File: src/rtl/bike_motion_ctrl.sv
// Per-player bike motion: heading, step timer, grid position and crash state.
// Define BIKE_WRAP_EN to make the grid edges wrap instead of killing the bike.
module bike_motion_ctrl #(
  parameter int unsigned X_MAX     = 159,
  parameter int unsigned Y_MAX     = 119,
  parameter int unsigned X_W       = 8,
  parameter int unsigned Y_W       = 7,
  parameter int unsigned X_START   = 40,
  parameter int unsigned Y_START   = 60,
  parameter logic [1:0]  START_DIR = 2'd3,
  parameter int unsigned TICK_DIV  = 2500000
) (
  input  logic           CLOCK_50,
  input  logic           resetn,
  input  logic [3:0]     dir_req,
  input  logic           game_en,
  input  logic           crash_in,
  output logic [X_W-1:0] x_pos,
  output logic [Y_W-1:0] y_pos,
  output logic [1:0]     heading,
  output logic           step_pulse,
  output logic           alive,
  output logic [1:0]     state
);

  typedef enum logic [1:0] {
    S_IDLE    = 2'd0,
    S_RUN     = 2'd1,
    S_CRASHED = 2'd2
  } state_t;

  localparam logic [1:0] DIR_UP    = 2'd0;
  localparam logic [1:0] DIR_LEFT  = 2'd1;
  localparam logic [1:0] DIR_DOWN  = 2'd2;
  localparam logic [1:0] DIR_RIGHT = 2'd3;

  localparam int unsigned    CNT_W    = $clog2(TICK_DIV);
  localparam logic [CNT_W-1:0] CNT_LAST = CNT_W'(TICK_DIV - 1);
  localparam logic [X_W-1:0] X_LAST   = X_W'(X_MAX);
  localparam logic [Y_W-1:0] Y_LAST   = Y_W'(Y_MAX);
  localparam logic [X_W-1:0] X_RELOAD = X_W'(X_START);
  localparam logic [Y_W-1:0] Y_RELOAD = Y_W'(Y_START);

  state_t           state_q;
  logic [1:0]       pending;
  logic [CNT_W-1:0] tick_cnt;

  logic             req_valid;
  logic [1:0]       req_dir;
  logic             accept_turn;
  logic             at_edge;
  logic             edge_crash;
  logic [X_W-1:0]   x_next;
  logic [Y_W-1:0]   y_next;

  assign state = state_q;

  // NOTE: every variable written in always_comb gets a default first, so no
  // path through the case leaves it unassigned and no latch is inferred.
  always_comb begin
    req_valid = 1'b1;
    req_dir   = DIR_UP;
    case (dir_req)
      4'b1000: req_dir = DIR_UP;
      4'b0100: req_dir = DIR_LEFT;
      4'b0010: req_dir = DIR_DOWN;
      4'b0001: req_dir = DIR_RIGHT;
      default: req_valid = 1'b0;
    endcase
  end

  // Reversal check is against the committed heading, not pending.
  assign accept_turn = req_valid && (req_dir != (heading ^ 2'd2));

  // Next cell in the pending direction; edges are detected before any arithmetic.
  always_comb begin
    at_edge = 1'b0;
    x_next  = x_pos;
    y_next  = y_pos;
    case (pending)
      DIR_UP: begin
        if (y_pos == '0) begin
          at_edge = 1'b1;
          y_next  = Y_LAST;
        end else begin
          y_next  = y_pos - Y_W'(1);
        end
      end
      DIR_LEFT: begin
        if (x_pos == '0) begin
          at_edge = 1'b1;
          x_next  = X_LAST;
        end else begin
          x_next  = x_pos - X_W'(1);
        end
      end
      DIR_DOWN: begin
        if (y_pos == Y_LAST) begin
          at_edge = 1'b1;
          y_next  = '0;
        end else begin
          y_next  = y_pos + Y_W'(1);
        end
      end
      default: begin
        if (x_pos == X_LAST) begin
          at_edge = 1'b1;
          x_next  = '0;
        end else begin
          x_next  = x_pos + X_W'(1);
        end
      end
    endcase
  end

`ifdef BIKE_WRAP_EN
  assign edge_crash = 1'b0;
  logic unused_edge;
  assign unused_edge = at_edge;
`else
  assign edge_crash = at_edge;
`endif

  // NOTE: all state here is sequential, so it uses non-blocking assignments;
  // reset is synchronous and shares the IDLE reload path.
  always_ff @(posedge CLOCK_50) begin
    if (!resetn || !game_en) begin
      state_q    <= S_IDLE;
      x_pos      <= X_RELOAD;
      y_pos      <= Y_RELOAD;
      heading    <= START_DIR;
      pending    <= START_DIR;
      tick_cnt   <= '0;
      step_pulse <= 1'b0;
      alive      <= 1'b1;
    end else begin
      case (state_q)
        S_IDLE: begin
          state_q    <= S_RUN;
          tick_cnt   <= '0;
          step_pulse <= 1'b0;
        end

        S_RUN: begin
          if (crash_in) begin
            state_q    <= S_CRASHED;
            alive      <= 1'b0;
            step_pulse <= 1'b0;
            tick_cnt   <= '0;
          end else begin
            if (accept_turn) pending <= req_dir;
            if (tick_cnt == CNT_LAST) begin
              tick_cnt <= '0;
              if (edge_crash) begin
                state_q    <= S_CRASHED;
                alive      <= 1'b0;
                step_pulse <= 1'b0;
              end else begin
                x_pos      <= x_next;
                y_pos      <= y_next;
                heading    <= pending;
                step_pulse <= 1'b1;
              end
            end else begin
              tick_cnt   <= tick_cnt + CNT_W'(1);
              step_pulse <= 1'b0;
            end
          end
        end

        S_CRASHED: begin
          tick_cnt   <= '0;
          step_pulse <= 1'b0;
          alive      <= 1'b0;
        end

        default: begin
          state_q    <= S_IDLE;
          x_pos      <= X_RELOAD;
          y_pos      <= Y_RELOAD;
          heading    <= START_DIR;
          pending    <= START_DIR;
          tick_cnt   <= '0;
          step_pulse <= 1'b0;
          alive      <= 1'b1;
        end
      endcase
    end
  end

endmodule

File: config.mk
export PLATFORM = sky130hd
export DESIGN_NAME = bike_motion_ctrl
export DESIGN_NICKNAME = d
export VERILOG_FILES = /design/src/rtl/bike_motion_ctrl.sv
export SDC_FILE = /design/constraint.sdc
export NUM_CORES = 1
export LEC_CHECK = 0
export ABC_AREA = 1
export CAP_MARGIN = 40
export CORE_MARGIN = 4
export CORE_UTILIZATION = 26
export DETAILED_ROUTE_END_ITERATION = 12
export PLACE_DENSITY_LB_ADDON = 0.25
export SYNTH_ARGS = -nofsm -noshare
export SYNTH_HDL_FRONTEND = slang
export SYNTH_SLANG_ARGS = --single-unit
File: constraint.sdc
create_clock -name CLOCK_50 -period 4.7 [get_ports CLOCK_50]
set_input_delay 1.175 -clock CLOCK_50 [delete_from_list [all_inputs] [get_ports CLOCK_50]]
set_output_delay 1.175 -clock CLOCK_50 [all_outputs]
set_load 0.05 [all_outputs]
==> metrics, run 1 <==
cell at the slowest stage of the critical path clkdlybuf4s50_1; cell-internal power 642 uW; vias in the first global route 2,687; layout net count 485; Tcrit/Tclk final 0.622; sequential area share after synthesis 0.305; routed len/inst 11.9 microns; sequential power share 0.443; DR pass1 iterations 6; post-layout util 0.317; largest net degree at the start of global routing 26; Worst path max stage delay 0.89 ns; row cnt 38; share of layout cells above drive strength 1 0.0959; Post-CTS Setup Inserts 0; die width 115 microns; total CTS buffers 5; grt met3 use 0.0201; Routed Wire Length 7220 microns; antenna violations before repair 0; Worst Setup End Kind primary output; Startpoint Class flip-flop; Post-Syn Area 0.00295 sq mm; cts hold-fix bufs 0; Detail Route Antenna Nets 0; outcome completed; Slew headroom 0.550; # clock sinks 45; top-level I/O count 29; clock share of power 0.379; Hold Crit Class reg2reg; minimum clock period 2.92 ns; Final Max Slew Viols 0; # DRC 0; core area 0.0110 sq mm; total power 913 uW; Layout area overhead 18.2%; H-tree depth 2; CTS tree yes; Yosys reg bits 45; Worst path top cell family by delay buffers and inverters; Comb pwr share 0.178; met1 Resource Use GR 0.153; TNS Setup 0 ns; gr usage total 0.115; met2 Resource Use GR 0.196; diode count 0; die area 0.0131 sq mm; Sw Share 0.297; switching pwr 271 uW; clk_skew 0.00491 ns; clock latency on the worst-skew pair 0.28 ns; VDD IR max 0.166 mV; initial DRC count 173; synthesized instance count 443; RePlAce Congestion 0.872; GR Overflow Total 0; Worst-Margin Slew 0.674 ns; routed vias/inst 4.63; count of cell types in the netlist 33; first-pass GRT wire length 12,500 microns; worst-path fanout max 11; root buf cell clkbuf_16; worst path cell trace clkdlybuf4s50_1; via count 2,821; Critical Path RT 3.52 ns; CP Class reg2out; Initial Util 0.269; Placed Area 0.00334 sq mm; design area 0.00349 sq mm; P_leak 0.00132 uW; PortBufs 28; Pwr Density 262 mW/mm^2; final hold violations 0; Clock Pin Slew Worst Setup and Hold Paths 0.07 ns; Avg Synthesized Cell Area 6.66 sq um; Yosys Warn Count 0; RSZ-0062 raised after global routing no; DIE HEIGHT 115 microns; syn nets 460; post-detail-place hpwl 5410 microns; endpoints failing setup 0; CP arrival 1.75 ns; PostCTS Resize Cnt 0; gr busiest metal met2; max_cap viols 0; Critical path buffers and inverters 1; maximum clock frequency 342 MHz; CTS max path bufs 2
==> cells in the final DEF, fill, tap and decap left out, drive strengths merged <==
| cell | n |
|---|---|
| a21oi | 23 |
| inv | 53 |
| xor2 | 17 |
| nor3 | 12 |
| nand4 | 11 |
| o21bai | 1 |
| o211ai | 5 |
| clkbuf | 5 |
| dfxtp | 45 |
| nor2 | 67 |
| clkinvlp | 1 |
| nor3b | 3 |
| o21ai | 17 |
| nand3 | 58 |
| or2 | 4 |
| ha | 9 |
| nand2 | 96 |
| clkinv | 2 |
| xnor2 | 6 |
| nor4 | 1 |
| nand3b | 2 |
| a31oi | 2 |
| clkdlybuf4s50 | 28 |
| o31ai | 1 |
==> layer usage <==
layer	vias to the layer above	wire [microns]	part of all wire
li1	1492	-	-
met1	1278	3450	0.48
met2	45	3420	0.47
met3	6	282	0.039
met4	0	67	0.0093
met5	-	0	0
==> worst register-to-register path, delay by kind of cell (launching register included) <==
kind | cells | cell delay (ns)
adders and majority gates | 1 | 0.54
buffers and inverters | 3 | 0.74
DFF | 1 | 0.33
and+or+nand+nor | 4 | 0.79
==> registers in the layout, summed over array words and instances (netlist names) <==
| signal | cells |
|---|---|
| step_pulse | 1 |
| state | 2 |
| tick_cnt | 22 |
| heading | 2 |
| pending | 2 |
| y_pos | 7 |
| alive | 1 |
| x_pos | 8 |
==> power by group through the flow <==
stage	sequential (uW)	combinational (uW)	clock, uW
floorplan	436	99.7	0
global placement	414	162	0
detailed placement	414	163	0
CTS	405	164	359
global route	407	181	375
finish	404	163	346
==> synth_stat cells <==
| library cell | count | area [sq um] |
|---|---|---|
| o21ai_0 | 16 | 80.1 |
| a31oi_1 | 2 | 12.5 |
| or2_2 | 4 | 25.0 |
| nor3_1 | 10 | 50.1 |
| inv_2 | 8 | 30.0 |
| buf_4 | 1 | 7.51 |
| nor2_1 | 61 | 229 |
| clkbuf_1 | 2 | 7.51 |
| o21ai_1 | 1 | 5.00 |
| nor2_4 | 1 | 11.3 |
| nor3b_1 | 3 | 22.5 |
| nand3_2 | 8 | 80.1 |
| o21bai_4 | 1 | 18.8 |
| xnor2_1 | 6 | 52.6 |
| xor2_1 | 17 | 149 |
| buf_6 | 2 | 22.5 |
| o31ai_1 | 1 | 7.51 |
| nor4_1 | 1 | 6.26 |
| o211ai_1 | 5 | 37.5 |
| nand2_2 | 5 | 31.3 |
| inv_1 | 45 | 169 |
| a21oi_1 | 21 | 105 |
| a21oi_2 | 2 | 17.5 |
| nand4_1 | 11 | 68.8 |
| nand2_4 | 1 | 11.3 |
| nand3_1 | 50 | 250 |
| dfxtp_1 | 45 | 901 |
| nor2_2 | 5 | 31.3 |
| ha_1 | 9 | 113 |
| buf_2 | 5 | 25.0 |
| nand2_1 | 90 | 338 |
| nand3b_1 | 2 | 15.0 |
| nor3_2 | 2 | 20.0 |
==> final cells by class <==
class                      count  area (sq um)
fill                        1180          7500
multi-input combinational    335          1790
sequential                    45           901
timing repair buffer          28           280
inverter                      53           199
tap                          140           175
clock buffer                   5           125
clock inverter                 3          17.5
==> cell families (layout without fill, tap and decap cells) <==
group | after synthesis | in the layout | synth area share
AOI/OAI and AO/OA | 49 | 49 | 0.0963
xor gates and xnor gates | 23 | 23 | 0.0683
adders and majority gates | 9 | 9 | 0.0382
buffers and inverters | 63 | 89 | 0.0886
DFF | 45 | 45 | 0.305
and+or+nand+nor | 254 | 254 | 0.403
==> metrics by stage <==
| stage | setup slack, ns | hold WS, ns | cells |
|---|---|---|---|
| 4_1_cts | 1.76 | 0.447 | 609 |
| 3_3_place_gp | 1.94 | 0.433 | 601 |
| 2_1_floorplan | 2.53 | 0.418 | 443 |
| 5_1_grt | 1.71 | 0.485 | 609 |
| 3_5_place_dp | 1.89 | 0.438 | 601 |
| 6_report | 1.78 | 0.445 | 609 |
==> path summary, 6_finish.rpt <==
| path | from | end | slack, ns | depth (start not counted) |
|---|---|---|---|---|
| max | y_pos[3] | y_pos[3] | 1.78 | 1 |
| min | tick_cnt[0] | tick_cnt[0] | 0.44 | 1 |
| min reg2reg | tick_cnt[0] | tick_cnt[0] | 0.44 | 1 |
| max reg2reg | state[1] | tick_cnt[14] | 2.21 | 8 |
Note: power is estimated with default switching activity, not from simulation.
==> run 2, diff against run 1 <==
- clock period: 4.7 -> 2.4 ns (I/O delays scaled with it)
==> metrics, run 2 (synthesized netlist as in run 1, its figures left out) <==
gr usage total 0.116 (+0.000613); via count 2,837 (+0.57%); Final Instance Count excl. Fillers 622 (+2.1%); biggest regs tick_cnt x22, x_pos x8, y_pos x7; final hold violations 0 (unchanged); TNS Setup 0 ns (unchanged); Hold Crit Class reg2reg; total CTS buffers 5 (unchanged); routed vias/inst 4.56 (-1.5%); Detail Route Antenna Nets 0 (unchanged); DIE HEIGHT 115 microns (unchanged); diode count 0 (unchanged); PostCTS Resize Cnt 0 (unchanged); Layout area overhead 22.6%; endpoints failing setup 0 (unchanged); CTS max path bufs 2 (unchanged); Startpoint Class flip-flop; clock latency on the worst-skew pair 0.29 ns (about the same); number of flip-flops in the largest register 22 (unchanged); Sw Share 0.275 (-0.0215); post-detail-place hpwl 5660 microns (+4.7%); max_cap viols 0 (unchanged); clock share of power 0.420 (+0.041); Worst path top cell family by delay buffers and inverters; VDD IR max 0.225 mV (+36%); worst path cell trace clkdlybuf4s50_1; CP arrival 1.63 ns (-0.12 ns); total power 1940 uW (+110%); share of layout cells above drive strength 1 0.120 (+0.0244); hold_sp tick_cnt[0]; Post-CTS Setup Inserts 0 (unchanged); Critical path buffers and inverters 1 (unchanged); CTS tree yes; final hold slack 0.441 ns (-0.00358 ns); DR pass1 iterations 4 (-2); RSZ-0062 raised after global routing no; die area 0.0131 sq mm (unchanged); cts hold-fix bufs 0 (unchanged); Critical Path RT 1.80 ns (-1.72 ns); commonest non-fill, non-tap cell in the layout nand2_1; largest net degree at the start of global routing 26 (unchanged); top-level I/O count 29 (unchanged); core area 0.0110 sq mm (unchanged); sequential power share 0.405 (-0.038); die width 115 microns (unchanged); antenna violations before repair 0 (unchanged); Slew headroom 0.653 (+0.103); Initial Util 0.269 (unchanged); clk_skew 0.00534 ns (+0.000426 ns); minimum clock period 2.23 ns; Critical Path Source x_pos[5]; root buf cell clkbuf_16; # DRC 0 (unchanged); cell at the slowest stage of the critical path clkdlybuf4s50_1; Worst Setup End Kind primary output; vias in the first global route 2,735 (+1.8%); maximum clock frequency 449 MHz; Worst-Margin Slew 0.519 ns (-0.155 ns); worst-path fanout max 6 (-5); Tcrit/Tclk final 0.929; row cnt 38 (unchanged); PortBufs 28 (unchanged); CP Class reg2out; H-tree depth 2 (unchanged); cell-internal power 1410 uW (+120%); Clock Pin Slew Worst Setup and Hold Paths 0.07 ns (about the same); largest register by flop count tick_cnt; Routed Wire Length 7270 microns (+0.64%); P_leak 0.00140 uW (+5.6%); Post-Place Cells 614 (+2.2%); Comb pwr share 0.175 (-0.003); GR Overflow Total 0 (unchanged); routed len/inst 11.7 microns (-1.5%); Worst path max stage delay 0.87 ns (-0.02 ns); layout net count 498 (+2.7%); outcome completed; switching pwr 534 uW (+97%); first-pass GRT wire length 12,400 microns (-0.72%); most frequent cells in the layout nand2_1 (90), nor2_1 (61), nand3_1 (50); r2r startpoint y_pos[0]; Final Max Slew Viols 0 (unchanged); initial DRC count 120 (-31%); Pwr Density 537 mW/mm^2 (+100%); # clock sinks 45 (unchanged); RePlAce Congestion 0.823 (-5.7%)
==> run 2: cell types whose count changed in the layout (fill, tap and decap cells not counted) <==
cell	delta
buf_4	+13
bufinv_16	+1
clkinv_2	-2
clkbuf_8	+1
==> run 2: path summary, 6_finish.rpt <==
path                            cells past startpoint          end  slack [ns]
worst max-delay path                                1     x_pos[5]        0.17
worst min-delay path                                1  tick_cnt[0]        0.44
worst max register to register                     12     y_pos[5]        0.40
worst min register to register                      1  tick_cnt[0]        0.44
==> run 2: stage by stage <==
step	setup WS [ns]	util	instance area, sq um
6_report	0.171	0.329	3620
3_3_place_gp	0.263	0.313	3440
4_1_cts	0.175	0.329	3620
3_5_place_dp	0.237	0.313	3440
5_1_grt	0.146	0.329	3620
2_1_floorplan	0.327	-	2950
==> run 2: layer usage <==
layer	up-vias	part of all wire	global-route usage
met3	8	0.032	0.0233
met1	1278	0.46	0.142
met2	35	0.50	0.205
met5	-	0	0
li1	1516	-	-
met4	0	0.0099	0.0285
==> run 2: power by group through the flow <==
| stage | combinational (uW) | clock (uW) | sequential [uW] |
|---|---|---|---|
| detailed placement | 341 | 0 | 803 |
| global placement | 338 | 0 | 803 |
| global route | 375 | 878 | 788 |
| finish | 339 | 816 | 786 |
| CTS | 343 | 846 | 786 |
| floorplan | 195 | 0 | 853 |
==> run 2: final cells by class <==
type / instances / area (sq um)
Timing Repair Buffer: 41 / 378
Sequential cell: 45 / 901
Clock buffer: 6 / 139
Fill cell: 1182 / 7370
Clock inverter: 2 / 37.5
Multi-Input combinational cell: 335 / 1790
Inverter: 53 / 199
Tap cell: 140 / 175
==> run 2: worst reg2reg max path: stages, from the launching register on <==
cell and delay [ns]:
dfxtp_1 0.41, inv_1 0.11, ha_1 0.24, inv_1 0.07, nor2_1 0.05, nand4_1 0.08
nand2_1 0.09, o21bai_4 0.17, nand2_2 0.09, nand2_4 0.24, nand2_1 0.17, nand2_1 0.09
nand3_1 0.07
==> run 3, diff against run 2 <==
- ABC_CLOCK_PERIOD_IN_PS: default -> 2400
==> results of run 3 <==
Final layout, timing and power as in run 2 (identical DEF).
